## config.mk

```make
export PLATFORM = sky130hd
export DESIGN_NAME = dsp_casc_seq_ctrl
export DESIGN_NICKNAME = d
export VERILOG_FILES = /design/src/rtl/dsp_casc_pkg.sv /design/src/rtl/dsp_ctrl_delay.sv /design/src/rtl/dsp_casc_seq_ctrl.sv
export SDC_FILE = /design/constraint.sdc
export NUM_CORES = 1
export LEC_CHECK = 0
export BUFFER_PORTS_ARGS = -buffer_cell sky130_fd_sc_hd__buf_2
export CAP_MARGIN = 30
export CORE_UTILIZATION = 50
export DETAILED_ROUTE_END_ITERATION = 10
export GPL_TIMING_DRIVEN = 0
export PLACE_DENSITY = 0.81
export SLEW_MARGIN = 20
export SYNTH_ARGS = -nofsm -noshare
export SYNTH_HDL_FRONTEND = slang
export SYNTH_SLANG_ARGS = --single-unit
```

## constraint.sdc

```tcl
create_clock -name clock_i -period 2.2 [get_ports clock_i]
set_clock_uncertainty 0.1 [all_clocks]
set_input_delay 0 -clock clock_i [delete_from_list [all_inputs] [get_ports clock_i]]
set_output_delay 0 -clock clock_i [all_outputs]
set_load 0.03 [all_outputs]
```

## src/rtl/dsp_casc_pkg.sv

```systemverilog
// ----------------------------------------------------------------------------
// dsp_casc_pkg
// Shared types and constants for the cascaded DSP-slice product sequencer.
//   state_t        : sequencer FSM states
//   OPM_*          : DSP OPMODE values driven by the sequencer
//   issue_opcode() : opcode selected for one operand issue
// ----------------------------------------------------------------------------
package dsp_casc_pkg;

    typedef enum logic [1:0] {
        IDLE  = 2'd0,
        RUN   = 2'd1,
        DRAIN = 2'd2,
        DONE  = 2'd3
    } state_t;

    localparam logic [6:0] OPM_ZERO     = 7'h00;
    localparam logic [6:0] OPM_M_C      = 7'h35;
    localparam logic [6:0] OPM_M_PCIN17 = 7'h55;

    // The first word of each row adds the C input; later words accumulate
    // the cascaded P shifted down by one 17-bit word.
    function automatic logic [6:0] issue_opcode(input logic first_word);
        return first_word ? OPM_M_C : OPM_M_PCIN17;
    endfunction

endpackage

```

## src/rtl/dsp_ctrl_delay.sv

```systemverilog
// ----------------------------------------------------------------------------
// dsp_ctrl_delay
// Parameterised-width, parameterised-depth shift register used to align
// control signals with the DSP slice pipeline. DEPTH=0 is a plain wire.
//   clk_sys : clock
//   rst_b   : asynchronous active-low clear of all stages
//   flush   : synchronous clear of all stages
//   d       : input word
//   q       : d delayed by DEPTH cycles
// ----------------------------------------------------------------------------
module dsp_ctrl_delay #(
    parameter int W     = 1,
    parameter int DEPTH = 1
) (
    input  logic         clk_sys,
    input  logic         rst_b,
    input  logic         flush,
    input  logic [W-1:0] d,
    output logic [W-1:0] q
);

    generate
        if (DEPTH == 0) begin : g_pass
            logic unused_ctl;
            assign unused_ctl = ^{clk_sys, rst_b, flush};
            assign q = d;
        end else begin : g_shift
            logic [W-1:0] stage [DEPTH];

            always_ff @(posedge clk_sys or negedge rst_b) begin
                if (!rst_b) begin
                    for (int k = 0; k < DEPTH; k++) stage[k] <= '0;
                end else if (flush) begin
                    for (int k = 0; k < DEPTH; k++) stage[k] <= '0;
                end else begin
                    stage[0] <= d;
                    for (int k = 1; k < DEPTH; k++) stage[k] <= stage[k-1];
                end
            end

            assign q = stage[DEPTH-1];
        end
    endgenerate

endmodule

```

## src/rtl/dsp_casc_seq_ctrl.sv

```systemverilog
// ----------------------------------------------------------------------------
// dsp_casc_seq_ctrl
// Sequences one S-by-S word product through a single cascaded DSP slice:
// issues every (i, j) operand pair, then drives OPMODE, C enable and P-valid
// aligned to the slice's register depths.
//
// Optional feature macro: DSP_SEQ_ABORT_EN adds abort_i, which cancels a
// sequence in RUN or DRAIN and flushes the delay lines without a done pulse.
//
// Ports:
//   clock_i    : clock
//   reset_n_i  : asynchronous active-low reset
//   start_i    : request one sequence (accepted in IDLE only)
//   abort_i    : cancel sequence (only with DSP_SEQ_ABORT_EN)
//   busy_o     : sequence in progress, through done_o
//   done_o     : last result word valid at P (one-cycle pulse)
//   i_idx_o    : B word index of the current issue (0 when not issuing)
//   j_idx_o    : A word index of the current issue (0 when not issuing)
//   issue_o    : operands for i_idx_o/j_idx_o are presented this cycle
//   OPMODE_o   : DSP OPMODE, aligned for OPMODEREG=1
//   CREG_en_o  : C register clock enable
//   p_valid_o  : P holds a valid result word
//
// state | meaning
// IDLE  | waiting for start_i
// RUN   | issuing S*S operand pairs, one per cycle
// DRAIN | letting the last issue reach P (DSP_REG_LEVEL cycles)
// DONE  | one-cycle done_o pulse, then back to IDLE
// ----------------------------------------------------------------------------
module dsp_casc_seq_ctrl
    import dsp_casc_pkg::*;
#(
    parameter int  S             = 4,
    parameter int  ABREG         = 1,
    parameter int  MREG          = 1,
    parameter int  CREG          = 1,
    localparam int DSP_REG_LEVEL = 1 + ABREG + MREG,
    localparam int IW            = $clog2(S)
) (
    input  logic          clock_i,
    input  logic          reset_n_i,
    input  logic          start_i,
`ifdef DSP_SEQ_ABORT_EN
    input  logic          abort_i,
`endif
    output logic          busy_o,
    output logic          done_o,
    output logic [IW-1:0] i_idx_o,
    output logic [IW-1:0] j_idx_o,
    output logic          issue_o,
    output logic [6:0]    OPMODE_o,
    output logic          CREG_en_o,
    output logic          p_valid_o
);

    localparam int OPM_DLY = ABREG + MREG;
    localparam int CEN_DLY = ABREG + MREG - CREG;
    localparam int DW      = $clog2(DSP_REG_LEVEL + 1);

    localparam logic [IW-1:0] LAST_IDX   = IW'(S - 1);
    localparam logic [DW-1:0] DRAIN_INIT = DW'(DSP_REG_LEVEL - 1);

    state_t        state;
    logic [DW-1:0] drain_cnt;
    logic          abort_hit;
    logic [6:0]    opm_issue;
    logic          cen_issue;

`ifdef DSP_SEQ_ABORT_EN
    assign abort_hit = abort_i && ((state == RUN) || (state == DRAIN));
`else
    assign abort_hit = 1'b0;
`endif

    always_ff @(posedge clock_i or negedge reset_n_i) begin
        if (!reset_n_i) begin
            state     <= IDLE;
            drain_cnt <= '0;
            i_idx_o   <= '0;
            j_idx_o   <= '0;
            issue_o   <= 1'b0;
            busy_o    <= 1'b0;
            done_o    <= 1'b0;
        end else if (abort_hit) begin
            state     <= IDLE;
            drain_cnt <= '0;
            i_idx_o   <= '0;
            j_idx_o   <= '0;
            issue_o   <= 1'b0;
            busy_o    <= 1'b0;
            done_o    <= 1'b0;
        end else begin
            case (state)
                IDLE: begin
                    done_o <= 1'b0;
                    if (start_i) begin
                        state   <= RUN;
                        busy_o  <= 1'b1;
                        issue_o <= 1'b1;
                        i_idx_o <= '0;
                        j_idx_o <= '0;
                    end
                end
                RUN: begin
                    if (j_idx_o == LAST_IDX) begin
                        j_idx_o <= '0;
                        if (i_idx_o == LAST_IDX) begin
                            i_idx_o   <= '0;
                            issue_o   <= 1'b0;
                            state     <= DRAIN;
                            drain_cnt <= DRAIN_INIT;
                        end else begin
                            i_idx_o <= i_idx_o + 1'b1;
                        end
                    end else begin
                        j_idx_o <= j_idx_o + 1'b1;
                    end
                end
                DRAIN: begin
                    if (drain_cnt == '0) begin
                        state  <= DONE;
                        done_o <= 1'b1;
                    end else begin
                        drain_cnt <= drain_cnt - 1'b1;
                    end
                end
                DONE: begin
                    state  <= IDLE;
                    done_o <= 1'b0;
                    busy_o <= 1'b0;
                end
                default: state <= IDLE;
            endcase
        end
    end

    // Per-issue control derived from the registered issue outputs, then
    // aligned to the slice pipeline by the delay lines.
    assign opm_issue = issue_o ? issue_opcode(j_idx_o == '0) : OPM_ZERO;
    assign cen_issue = issue_o && (j_idx_o == '0);

    dsp_ctrl_delay #(.W(7), .DEPTH(OPM_DLY)) u_opm_dly (
        .clk_sys (clock_i),
        .rst_b   (reset_n_i),
        .flush   (abort_hit),
        .d       (opm_issue),
        .q       (OPMODE_o)
    );

    dsp_ctrl_delay #(.W(1), .DEPTH(CEN_DLY)) u_cen_dly (
        .clk_sys (clock_i),
        .rst_b   (reset_n_i),
        .flush   (abort_hit),
        .d       (cen_issue),
        .q       (CREG_en_o)
    );

    dsp_ctrl_delay #(.W(1), .DEPTH(DSP_REG_LEVEL)) u_pv_dly (
        .clk_sys (clock_i),
        .rst_b   (reset_n_i),
        .flush   (abort_hit),
        .d       (issue_o),
        .q       (p_valid_o)
    );

endmodule

```

Word level (Yosys, flattened, before mapping)
Cells that the tools add are included.

storage, ports and cells
  word-level logic and storage cells = 64
  input port bits = 3
  bits in registers = 29
  output and inout port bits = 16

operators by class
  multiplexer cells = 22
  $add $sub $neg = 3
  eq/ne operators = 10
  reductions and logical operators = 16

operators by type and width
  cell                                                  count
  2-to-1 mux 2 bit                                      9
  2-to-1 mux 7 bit                                      2
  case mux 2 bit (2 select lines)                       3
  AND reduction 4 bit                                   3
  inequality test 2 bit (second input constant)         5
  equality test 2 bit (second input constant)           4
  case mux 2 bit (4 select lines)                       1
  nonzero test 2 bit                                    4
  logical NOT 2 bit                                     3
  case mux 1 bit (2 select lines)                       3
  AND reduction 2 bit                                   3
  adder 2 x 1 -> 2 bit (second input constant)          2
  2-to-1 mux 1 bit                                      4
  AND reduction 3 bit                                   1
  equality test 2 x 1 -> 1 bit (second input constant)  1
  OR reduction 2 bit                                    1
  subtractor 2 x 1 -> 2 bit (second input constant)     1
  logical AND 1 bit                                     1

Longest topological paths before layout
Gate-level depths: netlist of the first run.

  word-level depth = 4
  mapped depth = 5
  depth with buffers taken out = 5

By module
From an unflattened synthesis of the first run, not the netlist that was laid out.

second synthesis, totals
  cells, all modules = 123
  area, all modules = 1436.4 um^2

modules (own cells, without submodules)
  module                       seq. area each (um^2)  cells an instance  times used  area each (um^2)
  dsp_casc_seq_ctrl            275.3                  79                 1           773.2
  dsp_ctrl_delay at u_opm_dly  350.3                  36                 1           530.5
  dsp_ctrl_delay at u_pv_dly   75.1                   6                  1           93.8
  dsp_ctrl_delay at u_cen_dly  25.0                   2                  1           38.8

Worst setup path after synthesis of the first run
OpenSTA, ideal clock, no wires.

  path kind = reg-to-reg
  start point = register j_idx_o[0]
  end point = register state[1]
  library setup time = 0.128 ns
  arrival time = 1.549 ns
  clock period less this slack = 1.776 ns
  data required time = 1.972 ns
  slack = 0.424 ns
  buffers on the path = 0
  stages on the path, launching flop included = 5
  cell sequence = dfrtp_1 > ha_1 > nor2b_2 > nor4_2 > mux2_1

on the way
  longest elaborated chain between the ends = 3

RTL lines
  item                             RTL line                  source
  start: declaration               dsp_casc_seq_ctrl.sv:49   output logic [IW-1:0] j_idx_o,
  start signal: assignment         dsp_casc_seq_ctrl.sv:116  j_idx_o <= j_idx_o + 1'b1;
  equality test 2 bit              dsp_casc_seq_ctrl.sv:105  if (j_idx_o == LAST_IDX) begin
  inequality test 2 bit (no line)  --
  AND reduction 4 bit (no line)    --
  end signal: assignment           dsp_casc_seq_ctrl.sv:110  state <= DRAIN;
  end signal: assignment           dsp_casc_seq_ctrl.sv:121  state <= DONE;
  end signal: assignment           dsp_casc_seq_ctrl.sv:128  state <= IDLE;
  end: declaration                 dsp_casc_seq_ctrl.sv:63   state_t state;

No other way between the ends.
A chain may end at the register's enable or synchronous reset.

Worst setup path after layout of the first run
  start point = register state[0]
  end point = register state[1]

on the way
  longest elaborated chain between the ends = 3
  elaborated cells between the ends (all ways) = 10
  classes of those cells = eq/ne: 7; mux: 1; reduce/logical: 2

RTL lines
  item                                                  RTL line                 source
  start signal: assignment                              dsp_casc_seq_ctrl.sv:77  state <= IDLE;
  start signal: assignment                              dsp_casc_seq_ctrl.sv:85  state <= IDLE;
  start signal: assignment                              dsp_casc_seq_ctrl.sv:97  state <= RUN;
  equality test 2 x 1 -> 1 bit (tied with other cells)  dsp_casc_seq_ctrl.sv:93  case (state)
  inequality test 2 bit (no line)                       --
  AND reduction 4 bit (no line)                         --

Several ways; a longest one is shown, not always the timed one.

==> metrics.yaml, run 1 <==
status: "complete, no violations"
numCtsBuffers: 3
rows: 15
fillers: 162
cp.arrival_ns: 2.03
fin_tns_setup_ns: 0
remaining_drc_errors: 0
synth_area_leader_cell: "dfrtp_1"
slew_headroom_pct: 65.3
dp_hpwl_mm: 1.20
core_area_um2: 1750
crit_type: "register to register"
routed_via_density: 5.05
min_path_type: "input pin to asynchronous set/reset pin"
synth_flop_cell: "dfrtp_1"
worst_pin_slew_ns: 0.505
synth-edff-count: 0
slowest_stage: "dfrtp_1"
path_clk_slew_ns: 0.11
finalCritPeriodShare_pct: 88.1
hold_violations: 0
clockRootBuffer: "clkbuf_4"
antenna_found_initial: 0
grt_pass1_vias: 625
cts.sinks: 18
clk_latency_ns: 0.30
r2r_setup_slack_ns: 0.26
crit_chain: "inv_1 -> ha_1 -> nor2b_1 -> nor4_2 -> mux2_1"
dp_slack_ns: 0.274
nets: 121
start_util_pct: 53.8
min_period_ns: 1.94
synth.area.top_cells: "dfrtp_1 48%, ha_1 13%, buf_4 5.6%"
place.gp.congestion: 0.768
drt-initial-drc-count: 6
routedWlPerCell_um: 12.7
drt_first_pass_iters: 4
ys_async_sr_fraction_pct: 100
clk_path_buf_depth: 2
dieArea_um2: 2060
crit_fanout: 5
rsz0062_at_grt: "false"
max_stage_delay_ns: 0.45
synth_top_area_share_pct: 47.9
cts_setup_buffers: 0
cp_top_family: "simple AND/OR/NAND/NOR gates"
final_layout_size_suffix_gt1_share_pct: 29.0
syn2layout_area_growth_pct: 18.2
whs_ns: 0.0558
worstReg2RegEnd: "state[1]"
grt_usage_pct: 18.4
fmax_mhz: 516
syn_area_per_cell_um2: 11.2
worstRegToRegCells: 5
setup_ws_ns: 0.262
cp-start-kind: "register"
synth_seq_area_share_pct: 47.9
rr_startpoint: "state[0]"
synth_cells: 84
synth_area_um2: 940
grt_pass1_wl_mm: 2.66
cap_viol_max_count: 0
vias: 666
maxSlewViolCount: 0
setup_violations: 0
io_buffers: 16
drt-total-wl_mm: 1.67
grt_overflow: 0
diodes: 0
die_w_um: 45.4
ys_ff_latch: 18
synth_warnings: 0
io_pins: 19
synth.distinct_cells: 31
cts_tree: "built"
grt_start_max_net_pins: 19
cts_max_level: 1
die-height_um: 45.4
critPathRequiredTime_ns: 2.29
path_buf_inv: 1
cp-end-kind: "register"
ant_nets: 0
-- worst register-to-register path: stages (launching register included) --
cell and delay [ns]:
dfrtp_1 0.45, inv_1 0.11, ha_1 0.28, nor2b_1 0.19
nor4_2 0.35, mux2_1 0.35
-- stage by stage --
step                util (%)  std cells  instance area, um^2
floorplan                  -         85                  943
global route            63.7        132                 1110
CTS                     63.7        132                 1110
detailed placement      60.4        126                 1050
global placement        60.4        126                 1050
finish                  63.7        132                 1110
-- cell usage in the layout, fill, tap and decap left out --
cell type / netlist / final
dlygate4sd3_1: 0 / 2
dfrtp_1: 18 / 18
or4_1: 1 / 1
and2b_4: 1 / 1
clkbuf_8: 0 / 1
mux2i_1: 2 / 2
ha_1: 10 / 10
a32o_1: 2 / 2
nor2b_2: 1 / 1
nand3_1: 1 / 1
and2_1: 1 / 1
o21a_1: 1 / 1
buf_4: 7 / 7
nand2b_1: 4 / 4
nand3b_1: 1 / 1
o41ai_1: 1 / 1
o21ai_0: 1 / 1
nand2_1: 4 / 4
buf_2: 0 / 16
nor3_1: 1 / 1
nor2b_1: 3 / 3
nor4_2: 1 / 1
clkbuf_4: 0 / 3
mux2_2: 1 / 1
nor2_1: 4 / 4
o22ai_1: 1 / 1
mux2_1: 1 / 1
inv_1: 8 / 8
a21oi_1: 1 / 1
a2bb2oi_1: 1 / 1
nand4_1: 1 / 1
o31ai_1: 2 / 2
a22o_1: 1 / 1
conb_1: 1 / 2
a211oi_1: 1 / 1
-- worst max-delay path by stage --
| stage | start | end | slack [ns] | depth (start not counted) |
|---|---|---|---|---|
| floorplan | j_idx_o[0] | state[1] | 0.42 | 4 |
| global placement | state[0] | state[1] | 0.33 | 5 |
| detailed placement | state[0] | state[1] | 0.27 | 5 |
| CTS | state[0] | state[1] | 0.25 | 5 |
| global route | state[0] | state[1] | 0.19 | 5 |
| finish | state[0] | state[1] | 0.26 | 5 |
-- layout make-up --
cell class	count	area, um^2	area share, %
Inverter	8	30.0	2.70
Clock buffer	4	36.3	3.27
Timing Repair Buffer	18	100	9.01
Multi-Input combinational cell	52	410	36.9
Sequential cell	18	450	40.5
Buffer	7	52.6	4.73
Tap cell	25	31.3	2.82
-- metal layers --
| layer | track usage [%] | routed length [um] |
|---|---|---|
| met1 | 20.7 | 708 |
| met2 | 33.0 | 880 |
| met3 | 3.60 | 62 |
| met4 | 9.09 | 19 |
| met5 | 0 | 0 |
-- sequential cells by signal, summed over array words and instances, names as in the netlist --
register / count
busy_o: 1
u_pv_dly.q: 1
issue_o: 1
u_opm_dly.g_shift.stage: 2
state: 2
drain_cnt: 2
u_opm_dly.q: 3
done_o: 1
i_idx_o: 2
j_idx_o: 2
u_cen_dly.q: 1
-- kinds of logic (layout without fill, tap and decap cells) --
logic type | Yosys count | count (layout) | synth area share [%]
other | 1 | 2 | 0.399
AO/OA/AOI/OAI | 12 | 12 | 9.85
adder cells (fa/ha/maj) | 10 | 10 | 13.3
AND/OR/NAND/NOR | 24 | 24 | 15.2
multiplexers | 4 | 4 | 4.53
flip-flops | 18 | 18 | 47.9
buffers and inverters | 15 | 37 | 8.79
-- repair_timing --
action,in CTS,in global routing
hold buffers,2,0
resized for setup,0,0
endpoints found under the hold margin,19,0
-- cells in the mapped netlist, types with 2 or more instances --
library cell and n:
dfrtp_1 18, ha_1 10, inv_1 8, buf_4 7, nand2_1 4, nand2b_1 4
nor2_1 4, nor2b_1 3, a32o_1 2, mux2i_1 2, o31ai_1 2
Power of run 1 is left out: the tool's default activity adds up to more than one toggle a clock period on the data nets, which glitch-free logic cannot reach.
==> inputs of run 2 (changes only) <==
--- a/config.mk
+++ b/config.mk
@@ -10,8 +10,10 @@
 export CORE_UTILIZATION = 50
 export DETAILED_ROUTE_END_ITERATION = 10
 export GPL_TIMING_DRIVEN = 0
-export PLACE_DENSITY = 0.81
+export PLACE_DENSITY = 0.78
+export REMOVE_ABC_BUFFERS = 1
 export SLEW_MARGIN = 20
 export SYNTH_ARGS = -nofsm -noshare
 export SYNTH_HDL_FRONTEND = slang
+export SYNTH_HIERARCHICAL = 1
 export SYNTH_SLANG_ARGS = --single-unit
==> run 2 against run 1 <==
Worst setup slack worse by 0.012 ns. Critical path depth did not move. Utilization shrank 5.1 points. Non-clock buffer count is 5 lower. Sequential cell count rose by 11. Via count increased by 36%. First-iteration DRC count rose to 2.8 times the previous value. Die area grew 50%. Routed wire length increased by 21%. Clock-buffer cell count up 2. Final cell count up 38%. Register-to-register slack hardly changed. Highest routed layer unchanged.
==> metrics.yaml, run 2 <==
status: "complete, no violations"
grt_usage_pct: 15.1  # -3.3 points
synth_area_um2: 1440  # +53%
crit_fanout: 11  # +6
dp_slack_ns: 0.249  # -0.0245 ns
die_w_um: 55.6  # +23%
power_w: 0.00193
syn_area_per_cell_um2: 11.7  # +4.4%
yosysMostFrequentCell: "dfrtp_1"
maxSlewViolCount: 0  # unchanged
clk_path_buf_depth: 2  # unchanged
setup_violations: 0  # unchanged
place.gp.congestion: 0.745  # -3.0%
finalCritPeriodShare_pct: 88.6  # +0.54 points
drt_first_pass_iters: 4  # unchanged
fillers: 237  # +46%
numCtsBuffers: 5  # +2
routedWlPerCell_um: 11.1  # -12%
crit_type: "register to register"
antenna_found_initial: 0  # unchanged
max_stage_delay_ns: 0.43  # -0.02 ns
ys_async_sr_fraction_pct: 100  # unchanged
cp.arrival_ns: 2.06  # +0.03 ns
slew_headroom_pct: 58.0  # -7.3 points
rows: 19  # +4
synth.area.top_cells: "dfrtp_1 51%, ha_1 8.7%, nor2b_2 6.7%"
worst_pin_slew_ns: 0.629  # +0.124 ns
cts.sinks: 29  # +11
layout_commonest_cell: "dfrtp_1"
synth_cells: 123  # +46%
setup_ws_ns: 0.250  # -0.0119 ns
synth_top_area_share_pct: 50.5  # +2.6 points
min_period_ns: 1.95  # +0.0119 ns
final_cell_mix: "29 x dfrtp_1, 18 x buf_2, 11 x nor2b_2, 11 x conb_1, 10 x ha_1"
routed_via_density: 4.98  # -1.3%
grt_overflow: 0  # unchanged
final_layout_size_suffix_gt1_share_pct: 27.8  # -1.2 points
cts_max_level: 2  # +1
dieArea_um2: 3090  # +50%
grt_pass1_wl_mm: 3.50  # +32%
rsz0062_at_grt: "false"
fin_tns_setup_ns: 0  # unchanged
regArea_um2: 726  # +61%
critPathRequiredTime_ns: 2.31  # +0.02 ns
power_density_nw_per_um2: 1210
path_clk_slew_ns: 0.09  # -0.02 ns
drt-initial-drc-count: 17  # +11
diodes: 0  # unchanged
peakVddDrop_mv: 0.889
synth_area_leader_cell: "dfrtp_1"
start_util_pct: 52.5  # -1.3 points
crit_chain: "inv_1 -> ha_1 -> nor2b_1 -> nor4_2 -> mux2_1"
p_leak_nw: 0.807
cp-start-kind: "register"
grt_util_met1_pct: 17.4  # -3.3 points
io_pins: 19  # unchanged
synth_common_cells: "29 x dfrtp_1, 11 x nor2b_2, 10 x ha_1"
synth-edff-count: 0  # unchanged
grt_start_max_net_pins: 30  # +11
remaining_drc_errors: 0  # unchanged
busiest_layer: "met2"
final_area_um2: 1600  # +44%
cap_viol_max_count: 0  # unchanged
core_area_um2: 2730  # +57%
synth_warnings: 6  # +6
synth_flop_cell: "dfrtp_1"
min_path_type: "input pin to asynchronous set/reset pin"
vias: 906  # +36%
slowest_stage: "dfrtp_1"
nets: 163  # +35%
use_met3_pct: 6.98  # +3.4 points
hold_violations: 0  # unchanged
dp_hpwl_mm: 1.42  # +19%
cts_tree: "built"
die-height_um: 55.6  # +23%
ant_nets: 0  # unchanged
drt-total-wl_mm: 2.02  # +21%
post_dp_cell_area_um2: 1530  # +45%
syn2layout_area_growth_pct: 11.4
fmax_mhz: 513  # -0.61%
cp-end-kind: "register"
grtUsageMet2_pct: 24.3  # -8.8 points
multi_input_area_um2: 641  # +56%
ys_ff_latch: 29  # +11
grt_pass1_vias: 834  # +33%
clockRootBuffer: "clkbuf_4"
synth_seq_area_share_pct: 50.5  # +2.6 points
clk_latency_ns: 0.32  # +0.02 ns
io_buffers: 18  # +2
synth.distinct_cells: 36  # +16%
-- run 2: timing repair --
action                                 in CTS  in global routing
hold buffers                                2                  0
resized for setup                           0                  0
endpoints found under the hold margin      33                  0
setup buffers                               0                  0
-- run 2: critical path, delay by kind of cell (launching register included) --
kind | cells | cell delay (ns)
flops | 1 | 0.43
fa+ha+maj | 1 | 0.38
mux | 1 | 0.32
buf+inv | 1 | 0.12
simple gates | 2 | 0.48
-- run 2: power by group --
part / leakage [nW] / internal [W] / switching, W
clock: 0.0320 / 0.000121 / 0.000179
sequential: 0.362 / 0.000656 / 0.0000760
combinational: 0.413 / 0.000386 / 0.000516
-- run 2: path summary, 6_finish.rpt --
kind	startpoint	to	slack, ns	depth (start not counted)
worst min-delay path	reset_n_i	state[1]	0.13	2
worst min register to register	u_pv_dly/g_shift.stage[2]	u_pv_dly/g_shift.stage[1]	0.37	1
worst max-delay path	state[1]	state[1]	0.25	5
worst max register to register	state[1]	state[1]	0.25	5
max in group asynchronous	reset_n_i	u_pv_dly/g_shift.stage[2]	1.46	2
min in group clock_i	u_pv_dly/g_shift.stage[2]	u_pv_dly/g_shift.stage[1]	0.37	1
-- run 2: cell type report --
cell class	count	area share, %
Clock inverter	2	0.625
Sequential cell	29	45.3
Multi-Input combinational cell	85	40.0
Tap cell	31	2.42
Inverter	9	2.11
Timing Repair Buffer	20	6.88
Clock buffer	6	2.58
-- run 2: stage by stage --
| step | hold slack (ns) | cells | utilization, % |
|---|---|---|---|
| after floorplan | -0.396 | 123 | - |
| after global placement | -0.0544 | 172 | 55.9 |
| after detailed placement | -0.0407 | 172 | 55.9 |
| after CTS | 0.141 | 182 | 58.5 |
| after global routing | 0.170 | 182 | 58.5 |
| final | 0.128 | 182 | 58.5 |
-- run 2: logic make-up (layout without fill, tap and decap cells) --
| logic type | count (synthesis) | in the layout | share of synthesized area [%] |
|---|---|---|---|
| muxes | 5 | 5 | 3.66 |
| buffers and inverters | 19 | 37 | 7.49 |
| and+or+nand+nor | 42 | 42 | 21.1 |
| adders and majority gates | 10 | 10 | 8.71 |
| other | 1 | 11 | 0.261 |
| DFF | 29 | 29 | 50.5 |
| AOI/OAI and AO/OA | 17 | 17 | 8.28 |
-- run 2: layer usage --
layer | routed length (um) | vias up
li1 | - | 451
met5 | 0 | -
met2 | 980 | 19
met3 | 95 | 7
met4 | 35 | 0
met1 | 904 | 429
No activity file was read; power rests on OpenSTA's default activity.
